**src/rtl/led_pwm_ctrl_pkg.sv**
```systemverilog
// Shared constants, types and helpers for the LED PWM command consumer.
// Optional build macro used by the design: LED_FADE_EN (gradual level fade).
package led_pwm_ctrl_pkg;

    // Field widths of a decoded SPI frame
    localparam int CMD_BITS     = 8;
    localparam int ADDR_BITS    = 8;
    localparam int PAYLOAD_BITS = 8;

    // Command opcodes
    localparam logic [CMD_BITS-1:0] CMD_NOP      = 8'h00;
    localparam logic [CMD_BITS-1:0] CMD_LED_SET  = 8'h01;
    localparam logic [CMD_BITS-1:0] CMD_LED_READ = 8'h02;

    // PWM resolution and brightness ceiling (percent)
    localparam int PWM_STEPS    = 100;
    localparam int BRIGHT_MAX   = 100;
    localparam int PWM_CNT_BITS = 7;

    // Frame tracking FSM
    typedef enum logic [1:0] {
        ST_IDLE   = 2'd0,
        ST_BUSY   = 2'd1,
        ST_COMMIT = 2'd2
    } frame_state_t;

    // Saturate a requested brightness to BRIGHT_MAX
    function automatic logic [7:0] clamp_pct(input logic [PAYLOAD_BITS-1:0] pct);
        return (pct > PAYLOAD_BITS'(BRIGHT_MAX)) ? 8'(BRIGHT_MAX) : 8'(pct);
    endfunction

endpackage

```
**src/rtl/led_pwm_ctrl_pwm_channel.sv**
```systemverilog
// One LED channel: brightness target, effective level and PWM compare.
// With LED_FADE_EN the level walks one step toward the target on each
// fade step; otherwise the level follows the target on every write.
module led_pwm_ctrl_pwm_channel
    import led_pwm_ctrl_pkg::*;
(
    input  logic                    sysclk,
    input  logic                    rst_n,
    input  logic                    i_wr_en,
    input  logic [7:0]              i_wr_level,
    input  logic [PWM_CNT_BITS-1:0] i_pwm_cnt,
    input  logic                    i_fade_step,
    output logic [7:0]              o_target,
    output logic                    o_led
);

    logic [7:0] r_target;
    logic [7:0] r_level;
    logic       r_led;

    // Brightness target, written on each accepted SET
    always_ff @(posedge sysclk) begin
        if (!rst_n) begin
            r_target <= '0;
        end else if (i_wr_en) begin
            r_target <= i_wr_level;
        end
    end

`ifdef LED_FADE_EN
    // Walk the level one step toward the target on each fade step;
    // a retarget mid-fade simply changes the direction/endpoint
    always_ff @(posedge sysclk) begin
        if (!rst_n) begin
            r_level <= '0;
        end else if (i_fade_step) begin
            if (r_level < r_target) begin
                r_level <= r_level + 8'd1;
            end else if (r_level > r_target) begin
                r_level <= r_level - 8'd1;
            end
        end
    end
`else
    logic w_unused_fade_step;
    assign w_unused_fade_step = i_fade_step;

    // Level tracks the target immediately on each write
    always_ff @(posedge sysclk) begin
        if (!rst_n) begin
            r_level <= '0;
        end else if (i_wr_en) begin
            r_level <= i_wr_level;
        end
    end
`endif

    // Registered PWM compare: level 0 never lights, level 100 always lights
    always_ff @(posedge sysclk) begin
        if (!rst_n) begin
            r_led <= 1'b0;
        end else begin
            r_led <= ({1'b0, i_pwm_cnt} < r_level);
        end
    end

    assign o_target = r_target;
    assign o_led    = r_led;

endmodule

```
**src/rtl/led_pwm_ctrl.sv**
```systemverilog
// LED PWM command consumer sitting behind the SPI slave.
// Decodes completed frames into per-LED brightness registers, returns the
// addressed brightness to the slave, and drives one PWM output per LED.
// Optional build macro: LED_FADE_EN (level fades toward target every
// FADE_DIV PWM periods instead of jumping at commit).
//
// Slave interface handshake: i_rx_dv is high while chip select is idle and
// low while a frame is shifting; its rising edge marks the frame's fields
// (i_cmd/i_addr/i_payload) as complete and they are captured on that cycle.
// i_rx_addr_dv rising during a frame marks i_addr valid for a read; the
// slave loads o_tx_payload one cycle later, so o_tx_payload is combinational.
module led_pwm_ctrl
    import led_pwm_ctrl_pkg::*;
#(
    parameter int NUM_LEDS = 4,
    parameter int PRESCALE = 1250,
    parameter int FADE_DIV = 4
) (
    input  logic                    sysclk,
    input  logic                    rst_n,
    input  logic [CMD_BITS-1:0]     i_cmd,
    input  logic [ADDR_BITS-1:0]    i_addr,
    input  logic [PAYLOAD_BITS-1:0] i_payload,
    input  logic                    i_rx_dv,
    input  logic                    i_rd_bypass,
    input  logic                    i_rx_addr_dv,
    output logic [7:0]              o_tx_payload,
    output logic [NUM_LEDS-1:0]     o_led,
    output logic                    o_wr_strobe,
    output logic                    o_rd_strobe,
    output logic                    o_err,
    output logic [1:0]              o_dbg_state
);

    localparam int PS_BITS = (PRESCALE > 1) ? $clog2(PRESCALE) : 1;

    frame_state_t                r_state;
    frame_state_t                w_next_state;
    logic                        r_rx_dv_q;
    logic                        r_addr_dv_q;
    logic                        r_armed;
    logic                        r_rd_done;
    logic [CMD_BITS-1:0]         r_cmd;
    logic [ADDR_BITS-1:0]        r_addr;
    logic [PAYLOAD_BITS-1:0]     r_payload;
    logic                        r_wr_strobe;
    logic                        r_rd_strobe;
    logic                        r_err;
    logic [PS_BITS-1:0]          r_ps;
    logic [PWM_CNT_BITS-1:0]     r_pwm_cnt;

    logic                        w_rx_rise;
    logic                        w_addr_dv_rise;
    logic                        w_rd_addr_ok;
    logic                        w_commit_wr;
    logic                        w_commit_err;
    logic                        w_rd_hit;
    logic                        w_rd_err;
    logic                        w_tick;
    logic                        w_wrap;
    logic                        w_fade_step;
    logic [7:0]                  w_wr_level;
    logic [7:0]                  w_tx_payload;
    logic [7:0]                  w_target [NUM_LEDS];
    logic [NUM_LEDS-1:0]         w_led;

    assign w_rx_rise      = i_rx_dv && !r_rx_dv_q;
    assign w_addr_dv_rise = i_rx_addr_dv && !r_addr_dv_q;
    assign w_rd_addr_ok   = (i_addr < ADDR_BITS'(NUM_LEDS));
    assign w_wr_level     = clamp_pct(r_payload);

    // Edge history; rx_dv history resets high so leaving reset is not an edge.
    // r_armed blocks a frame that was already in flight across a reset:
    // a new frame only starts once rx_dv has been seen idle-high.
    always_ff @(posedge sysclk) begin
        if (!rst_n) begin
            r_rx_dv_q   <= 1'b1;
            r_addr_dv_q <= 1'b0;
            r_armed     <= 1'b0;
        end else begin
            r_rx_dv_q   <= i_rx_dv;
            r_addr_dv_q <= i_rx_addr_dv;
            r_armed     <= r_armed | i_rx_dv;
        end
    end

    // Frame FSM state register
    always_ff @(posedge sysclk) begin
        if (!rst_n) begin
            r_state <= ST_IDLE;
        end else begin
            r_state <= w_next_state;
        end
    end

    // Frame FSM next state, read service in BUSY and decode in COMMIT
    always_comb begin
        w_next_state = r_state;
        w_commit_wr  = 1'b0;
        w_commit_err = 1'b0;
        w_rd_hit     = 1'b0;
        w_rd_err     = 1'b0;
        case (r_state)
            ST_IDLE: begin
                if (!i_rx_dv && r_armed) begin
                    w_next_state = ST_BUSY;
                end
            end
            ST_BUSY: begin
                if (w_rx_rise) begin
                    w_next_state = ST_COMMIT;
                end
                if (w_addr_dv_rise && i_rd_bypass && !r_rd_done) begin
                    w_rd_hit = 1'b1;
                    w_rd_err = !w_rd_addr_ok;
                end
            end
            ST_COMMIT: begin
                w_next_state = ST_IDLE;
                if (r_cmd == CMD_LED_SET) begin
                    if (r_addr < ADDR_BITS'(NUM_LEDS)) begin
                        w_commit_wr = 1'b1;
                    end else begin
                        w_commit_err = 1'b1;
                    end
                end else if ((r_cmd != CMD_LED_READ) && (r_cmd != CMD_NOP)) begin
                    w_commit_err = 1'b1;
                end
            end
            default: begin
                w_next_state = ST_IDLE;
            end
        endcase
    end

    // Capture frame fields on the rx_dv rising cycle for use in COMMIT
    always_ff @(posedge sysclk) begin
        if (!rst_n) begin
            r_cmd     <= '0;
            r_addr    <= '0;
            r_payload <= '0;
        end else if ((r_state == ST_BUSY) && w_rx_rise) begin
            r_cmd     <= i_cmd;
            r_addr    <= i_addr;
            r_payload <= i_payload;
        end
    end

    // One read strobe per frame; re-armed whenever the FSM is idle
    always_ff @(posedge sysclk) begin
        if (!rst_n) begin
            r_rd_done <= 1'b0;
        end else if (r_state == ST_IDLE) begin
            r_rd_done <= 1'b0;
        end else if (w_rd_hit) begin
            r_rd_done <= 1'b1;
        end
    end

    // Registered one-cycle status pulses
    always_ff @(posedge sysclk) begin
        if (!rst_n) begin
            r_wr_strobe <= 1'b0;
            r_rd_strobe <= 1'b0;
            r_err       <= 1'b0;
        end else begin
            r_wr_strobe <= w_commit_wr;
            r_rd_strobe <= w_rd_hit;
            r_err       <= w_commit_err | w_rd_err;
        end
    end

    assign w_tick = (r_ps == PS_BITS'(PRESCALE - 1));
    assign w_wrap = w_tick && (r_pwm_cnt == PWM_CNT_BITS'(PWM_STEPS - 1));

    // Shared prescaler and PWM step counter
    always_ff @(posedge sysclk) begin
        if (!rst_n) begin
            r_ps      <= '0;
            r_pwm_cnt <= '0;
        end else if (w_tick) begin
            r_ps <= '0;
            if (w_wrap) begin
                r_pwm_cnt <= '0;
            end else begin
                r_pwm_cnt <= r_pwm_cnt + PWM_CNT_BITS'(1);
            end
        end else begin
            r_ps <= r_ps + PS_BITS'(1);
        end
    end

`ifdef LED_FADE_EN
    localparam int FD_BITS = (FADE_DIV > 1) ? $clog2(FADE_DIV) : 1;
    logic [FD_BITS-1:0] r_fade_cnt;

    assign w_fade_step = w_wrap && (r_fade_cnt == FD_BITS'(FADE_DIV - 1));

    // Counts PWM periods between fade steps; writes never restart it
    always_ff @(posedge sysclk) begin
        if (!rst_n) begin
            r_fade_cnt <= '0;
        end else if (w_wrap) begin
            if (r_fade_cnt == FD_BITS'(FADE_DIV - 1)) begin
                r_fade_cnt <= '0;
            end else begin
                r_fade_cnt <= r_fade_cnt + FD_BITS'(1);
            end
        end
    end
`else
    localparam int unused_fade_div = FADE_DIV;
    assign w_fade_step = 1'b0;
`endif

    // Per-LED channels
    for (genvar g = 0; g < NUM_LEDS; g++) begin : g_ch
        led_pwm_ctrl_pwm_channel u_ch (
            .sysclk      (sysclk),
            .rst_n       (rst_n),
            .i_wr_en     (w_commit_wr && (r_addr == ADDR_BITS'(g))),
            .i_wr_level  (w_wr_level),
            .i_pwm_cnt   (r_pwm_cnt),
            .i_fade_step (w_fade_step),
            .o_target    (w_target[g]),
            .o_led       (w_led[g])
        );
    end

    // Zero-latency read-back of the addressed target
    always_comb begin
        w_tx_payload = 8'h00;
        for (int i = 0; i < NUM_LEDS; i++) begin
            if (i_addr == ADDR_BITS'(i)) begin
                w_tx_payload = w_target[i];
            end
        end
    end

    assign o_tx_payload = w_tx_payload;
    assign o_led        = w_led;
    assign o_wr_strobe  = r_wr_strobe;
    assign o_rd_strobe  = r_rd_strobe;
    assign o_err        = r_err;
    assign o_dbg_state  = r_state;

endmodule

```
**config.mk**
```make
export PLATFORM = sky130hd
export DESIGN_NAME = led_pwm_ctrl
export DESIGN_NICKNAME = d
export VERILOG_FILES = /design/src/rtl/led_pwm_ctrl_pkg.sv /design/src/rtl/led_pwm_ctrl_pwm_channel.sv /design/src/rtl/led_pwm_ctrl.sv
export SDC_FILE = /design/constraint.sdc
export NUM_CORES = 1
export LEC_CHECK = 0
export ABC_AREA = 1
export CAP_MARGIN = 20
export CELL_PAD_IN_SITES_DETAIL_PLACEMENT = 0
export CELL_PAD_IN_SITES_GLOBAL_PLACEMENT = 1
export CORE_MARGIN = 5
export CORE_UTILIZATION = 45
export DETAILED_ROUTE_END_ITERATION = 12
export DONT_BUFFER_PORTS = 1
export GPL_TIMING_DRIVEN = 0
export PLACE_DENSITY_LB_ADDON = 0.1
export RECOVER_POWER = 100
export SLEW_MARGIN = 30
export SYNTH_ARGS = -nofsm -noshare
export SYNTH_HDL_FRONTEND = slang
export SYNTH_HIERARCHICAL = 1
export SYNTH_SLANG_ARGS = --single-unit
```
**constraint.sdc**
```tcl
create_clock -name sysclk -period 4.64 [get_ports sysclk]
set_input_delay 0.464 -clock sysclk [delete_from_list [all_inputs] [get_ports sysclk]]
set_output_delay 0.464 -clock sysclk [all_outputs]
set_load 0.01 [all_outputs]
```
# Word level (Yosys, flattened, before mapping)
# Cells that the tools add are included.
# classes
addsub	2
magnitude_cmp	7
eq_ne	14
n_mux	20
n_bitwise	3
n_reduce_logical	24
# op_table
operator	count
two-way mux 8 bit	5
== test 8 x 2 -> 1 bit, second input constant	4
< comparator 7 x 8 -> 1 bit	4
== test 8 x 1 -> 1 bit, second input constant	3
zero test 8 bit	2
< comparator 8 x 3 -> 1 bit, second input constant	2
logical AND 1 bit	12
adder 11 x 1 -> 11 bit, second input constant	1
== test 11 bit, second input constant	1
two-way mux 1 bit	11
greater-than comparator 8 x 7 -> 1 bit, second input constant	1
!= test 8 x 2 -> 1 bit, second input constant	1
nonzero test 8 bit	1
adder 7 x 1 -> 7 bit, second input constant	1
== test 7 bit, second input constant	1
two-way mux 7 bit	1
zero test 1 bit	5
two-way mux 2 bit	2
!= test 2 bit, second input constant	2
one-hot mux 2 bit (2 select lines)	1
OR reduction 2 bit	2
== test 2 x 1 -> 1 bit, second input constant	1
== test 2 bit, second input constant	1
zero test 2 bit	1
3 further kinds	4
# totals
register_bits	87
inputBits	29
out_inout_bits	17
word_cells	91

# Longest topological paths before layout
# logic_depth
ltp_word	7
depth_mapped	12

# Hierarchy
# The synthesis kept the hierarchy.
# modules_own_cells
module	instances	cells_each	area_per_inst_um2	seq_area_each_um2
led_pwm_ctrl	1	368	2588.7	1021.0
led_pwm_ctrl_pwm_channel	4	60	461.7	180.2

# Least setup slack after synthesis
# OpenSTA, ideal clock, no wires.
# synth_timing
path_kind	input -> output
start	in i_addr[4]
end	out o_tx_payload[3]
arrival_ns	1.251
t_required_ns	4.176
slack_ns	2.925
cell_stages	7
cell_sequence	nor2_1 nand3_1 inv_2 nand2_2 nor2_2 nand2_1 a21oi_1
# synth_between
elab_chain_len	5
word_cells_on_any_way	8
cone_classes	eq/ne (3); mux (4); reduce/logical (1)
# synth_rtl
item	line_no	text
start: declaration	led_pwm_ctrl.sv:22	input logic [ADDR_BITS-1:0] i_addr,
zero test 8 bit	led_pwm_ctrl.sv:234	if (i_addr == ADDR_BITS'(i)) begin
two-way mux 8 bit (3 in a row)	led_pwm_ctrl.sv:234	
two-way mux 8 bit *	led_pwm_ctrl.sv:234	
end: declaration	led_pwm_ctrl.sv:27	output logic [7:0] o_tx_payload,
# Mark *: on every way between the ends. The rest lies on a longest branch, timed or not.

# Final worst setup path
# layout_timing
start	reg r_addr[4]
end	reg g_ch[2].u_ch.r_level[4]
# layout_between
elab_chain_len	5
word_cells_on_any_way	6
cone_classes	order compare (1); eq/ne (1); mux (3); reduce/logical (1)
# layout_rtl
item	line_no	text
start: declaration	led_pwm_ctrl.sv:44	logic [ADDR_BITS-1:0] r_addr;
start signal: assignment	led_pwm_ctrl.sv:144	r_addr <= i_addr;
< comparator 8 x 3 -> 1 bit	led_pwm_ctrl.sv:121	if (r_addr < ADDR_BITS'(NUM_LEDS)) begin
two-way mux 1 bit	led_pwm_ctrl.sv:121	
two-way mux 1 bit	led_pwm_ctrl.sv:120	if (r_cmd == CMD_LED_SET) begin
two-way mux 1 bit	led_pwm_ctrl.sv:103	case (r_state)
logical AND 1 bit *	led_pwm_ctrl.sv:221	.i_wr_en (w_commit_wr && (r_addr == ADDR_BITS'(g))),
end signal: assignment	led_pwm_ctrl_pwm_channel.sv:53	r_level <= i_wr_level;
end: declaration	led_pwm_ctrl_pwm_channel.sv:18	logic [7:0] r_level;
# Marked as above.
# A chain may end at the register's enable or synchronous reset.

==> run_results.csv <==
group,metric,value,unit
run_status,status,"completed",
cells_and_area,layout_common_cells,"nand2_1, nor2_1, inv_1, dfxtp_1, o21ai_0",
sta,final-hold-violation-count,0,
clocking,cts_max_level,3,
drt,postRouteAntennaNets,0,
clocking,clk_latency,380,ps
sta,max_freq,437.7,MHz
critical_path,crit_buf_inv,2,
clocking,ctsHoldBuffers,0,
yosys,ys_types,35,
yosys,syn_avg_cell_area,7.295,µm²
yosys,synthFlopType,"dfxtp_1",
clocking,cts_setup_buffers,0,
critical_path,path_class,"flip-flop to flip-flop",
clocking,clockBufferDepth,2,
clocking,ctsResizeCount,0,
critical_path,endpoint_kind,"flip-flop",
sta,fin_tns_setup,0,ps
critical_path,crit_chain,"nor2_1, nand2_1, nor3_1, nand2_1, nor2_1, nand2_1, nor2_1, inv_1, clkbuf_1, o21ai_0, a21oi_1",
pwr,ir_drop,0.2417,mV
hold_path,holdPathEnd,"r_addr_dv_q$_SDFF_PN0_",
sta,worst_pin_slew,562.8,ps
sta,worst_slack,2355,ps
pwr,power_leakage,0.001870,µW
yosys,yosys_warnings,6,
clocking,cts-root-buf,"clkbuf_8",
critical_path,cp.arrival,2530,ps
floorplan,start_util,0.4580,
hold_path,worstHoldPathCells,2,
cells_and_area,antennaDiodeCount,0,
global_route,grt_pass1_wl,17710,µm
drt,wl,10470,µm
floorplan,die_x,109.3,µm
floorplan,core_region_area,9684,µm²
sta,maxSlewViolCount,0,
cells_and_area,layout-drive-gt1-share,0.05591,
pwr,total_power,1361,µW
sta,hold_slack,175.4,ps
critical_path,cp_slowest_cell,"nor3_1",
floorplan,num_io_pins,46,
drt,drtIter0Drc,290,
drt,viasPerCell,4.941,
placed_design,numPortBuffers,0,
sta,max_slew_margin,0.6219,
global_route,grt_max_degree,39,
cells_and_area,final_common_cell,"nand2_1",
run,max_cap_violations,0,
drt,vias,3750,
critical_path,reg2reg_to,"g_ch[2].u_ch/r_level[4]$_SDFFE_PN0P_",
critical_path,slowest_delay,330,ps
hold_path,hp-class,"primary input to flip-flop",
yosys,synth_edf_count,0,
global_route,overflow,0,
hold_path,hold_start,"i_rx_addr_dv",
sta,final.min_clock_period,2285,ps
critical_path,crit_required,4880,ps
drt,drc,0,
cells_and_area,area_growth,5.642,%
drt,wl_per_cell,13.80,µm
placed_design,dp_slack,2579,ps
clocking,clkSinkCount,87,
critical_path,r2r_slack,2360,ps
global_route,grtUsageTotal,0.1939,
critical_path,cp.depth,11,
critical_path,rr_worst_depth,11,
placed_design,hpwlAfterDp,7989,µm
critical_path,crit_family,"simple AND/OR/NAND/NOR gates",
drt,drt_pre_antenna_iters,5,
global_route,grt_pass1_vias,3575,
floorplan,die_h,109.3,µm
global_route,antenna_found_initial,0,
clocking,clkTransAtPathRegs,90,ps
cells_and_area,nets,678,
yosys,synthArstFlopShare,0,
yosys,syn_inst,608,
sta,setup_viol,0,
floorplan,rows,36,
sta,fin_skew,15.17,ps
critical_path,start_kind,"flip-flop",
critical_path,cp_max_fo,10,
placed_design,gp_congestion,0.8330,
clocking,cts_tree,"done",
pwr,powerDensity,290.4,nW/µm²
critical_path,reg2reg_from,"r_addr[4]$_SDFFE_PN0P_",
yosys,syn_area,4436,µm²
sta,rsz0062_at_grt,"no",
yosys,synth.ff_latch_count,87,
clocking,cts_buffers,9,
sta,final.period_utilization,0.4924,
yosys,seq_area_frac_synth,0.3927,
floorplan,die_area,11940,µm²
-- logic make-up (layout without fill, tap and decap cells) --
logic type / after synthesis / count (layout) / synth area share
fa+ha+maj: 27 / 27 / 0.07616
compound gates: 128 / 128 / 0.1492
simple gates: 257 / 257 / 0.2736
other cells: 1 / 4 / 0.0008455
xor+xnor: 3 / 3 / 0.005925
flops: 87 / 87 / 0.3927
buf+inv: 105 / 120 / 0.1016
-- per-stage QoR --
| stage | area, µm² | instances | util |
|---|---|---|---|
| floorplan | 4447 | 611 | - |
| global placement | 4613 | 744 | 0.4764 |
| detailed placement | 4613 | 744 | 0.4764 |
| CTS | 4810 | 759 | 0.4966 |
| global route | 4686 | 759 | 0.4839 |
| finish | 4686 | 759 | 0.4839 |
-- cell usage after synthesis (6+ instances only) --
library cell,instances,area [µm²]
a21oi_1,61,305.3
buf_6,6,67.56
dfxtp_1,87,1742
ha_1,27,337.8
inv_1,80,300.3
inv_2,10,37.54
nand2_1,89,334.1
nand2_2,7,43.79
nand3_1,36,180.2
nand4_1,10,62.56
nor2_1,87,326.6
nor3_2,6,60.06
o21ai_0,52,260.3
o21ai_1,8,40.04
-- where the power goes --
| group | switching, µW | internal, µW | leakage, µW |
|---|---|---|---|
| sequential | 4.95 | 754 | 0.000703 |
| clock | 282 | 264 | 0.0000960 |
| combinational | 38.6 | 18.1 | 0.00107 |
-- worst max-delay path by stage --
| stage | startpoint | end | slack, ps |
|---|---|---|---|
| 3_3_place_gp | i_addr[4] | o_tx_payload[3] | 2570 |
| 3_5_place_dp | i_addr[4] | o_tx_payload[3] | 2580 |
| 4_1_cts | i_addr[4] | o_tx_payload[3] | 2570 |
| 2_1_floorplan | i_addr[4] | o_tx_payload[3] | 2930 |
| 5_1_grt | r_addr[4]$_SDFFE_PN0P_ | g_ch[2].u_ch/r_level[4]$_SDFFE_PN0P_ | 2120 |
| 6_report | r_addr[4]$_SDFFE_PN0P_ | g_ch[2].u_ch/r_level[4]$_SDFFE_PN0P_ | 2360 |
-- cell type report --
cell class                 count  area (µm²)
fill                        1013        4999
multi-input combinational    419        2185
sequential                    87        1742
inverter                      90       337.8
tap                          133       166.4
clock buffer                  11       141.4
buffer                        15       58.81
clock inverter                 4       55.05
-- state kept, by name, indices dropped and copies added, names as in the netlist, 2 cells and up --
| signal | count |
|---|---|
| r_pwm_cnt | 7 |
| g_ch.u_ch/r_level | 32 |
| r_addr | 8 |
| r_ps | 11 |
| r_cmd | 8 |
| g_ch.u_ch/o_led | 4 |
| r_payload | 8 |
| o_dbg_state | 2 |
-- worst reg2reg max path: cells and delay by family (launching register included) --
kind                   cells  cell delay [ps]
and+or+nand+nor            7             1130
buffers and inverters      2              390
DFF                        1              320
AOI/OAI and AO/OA          2              290
-- layer usage --
metal	up-vias	track usage	share of wire
met5	-	0	0
met4	0	0.05432	0.013
met3	9	0.05388	0.055
met2	64	0.3066	0.44
met1	1691	0.2597	0.49
li1	1986	-	-
Note: power is estimated with default switching activity, not from simulation.
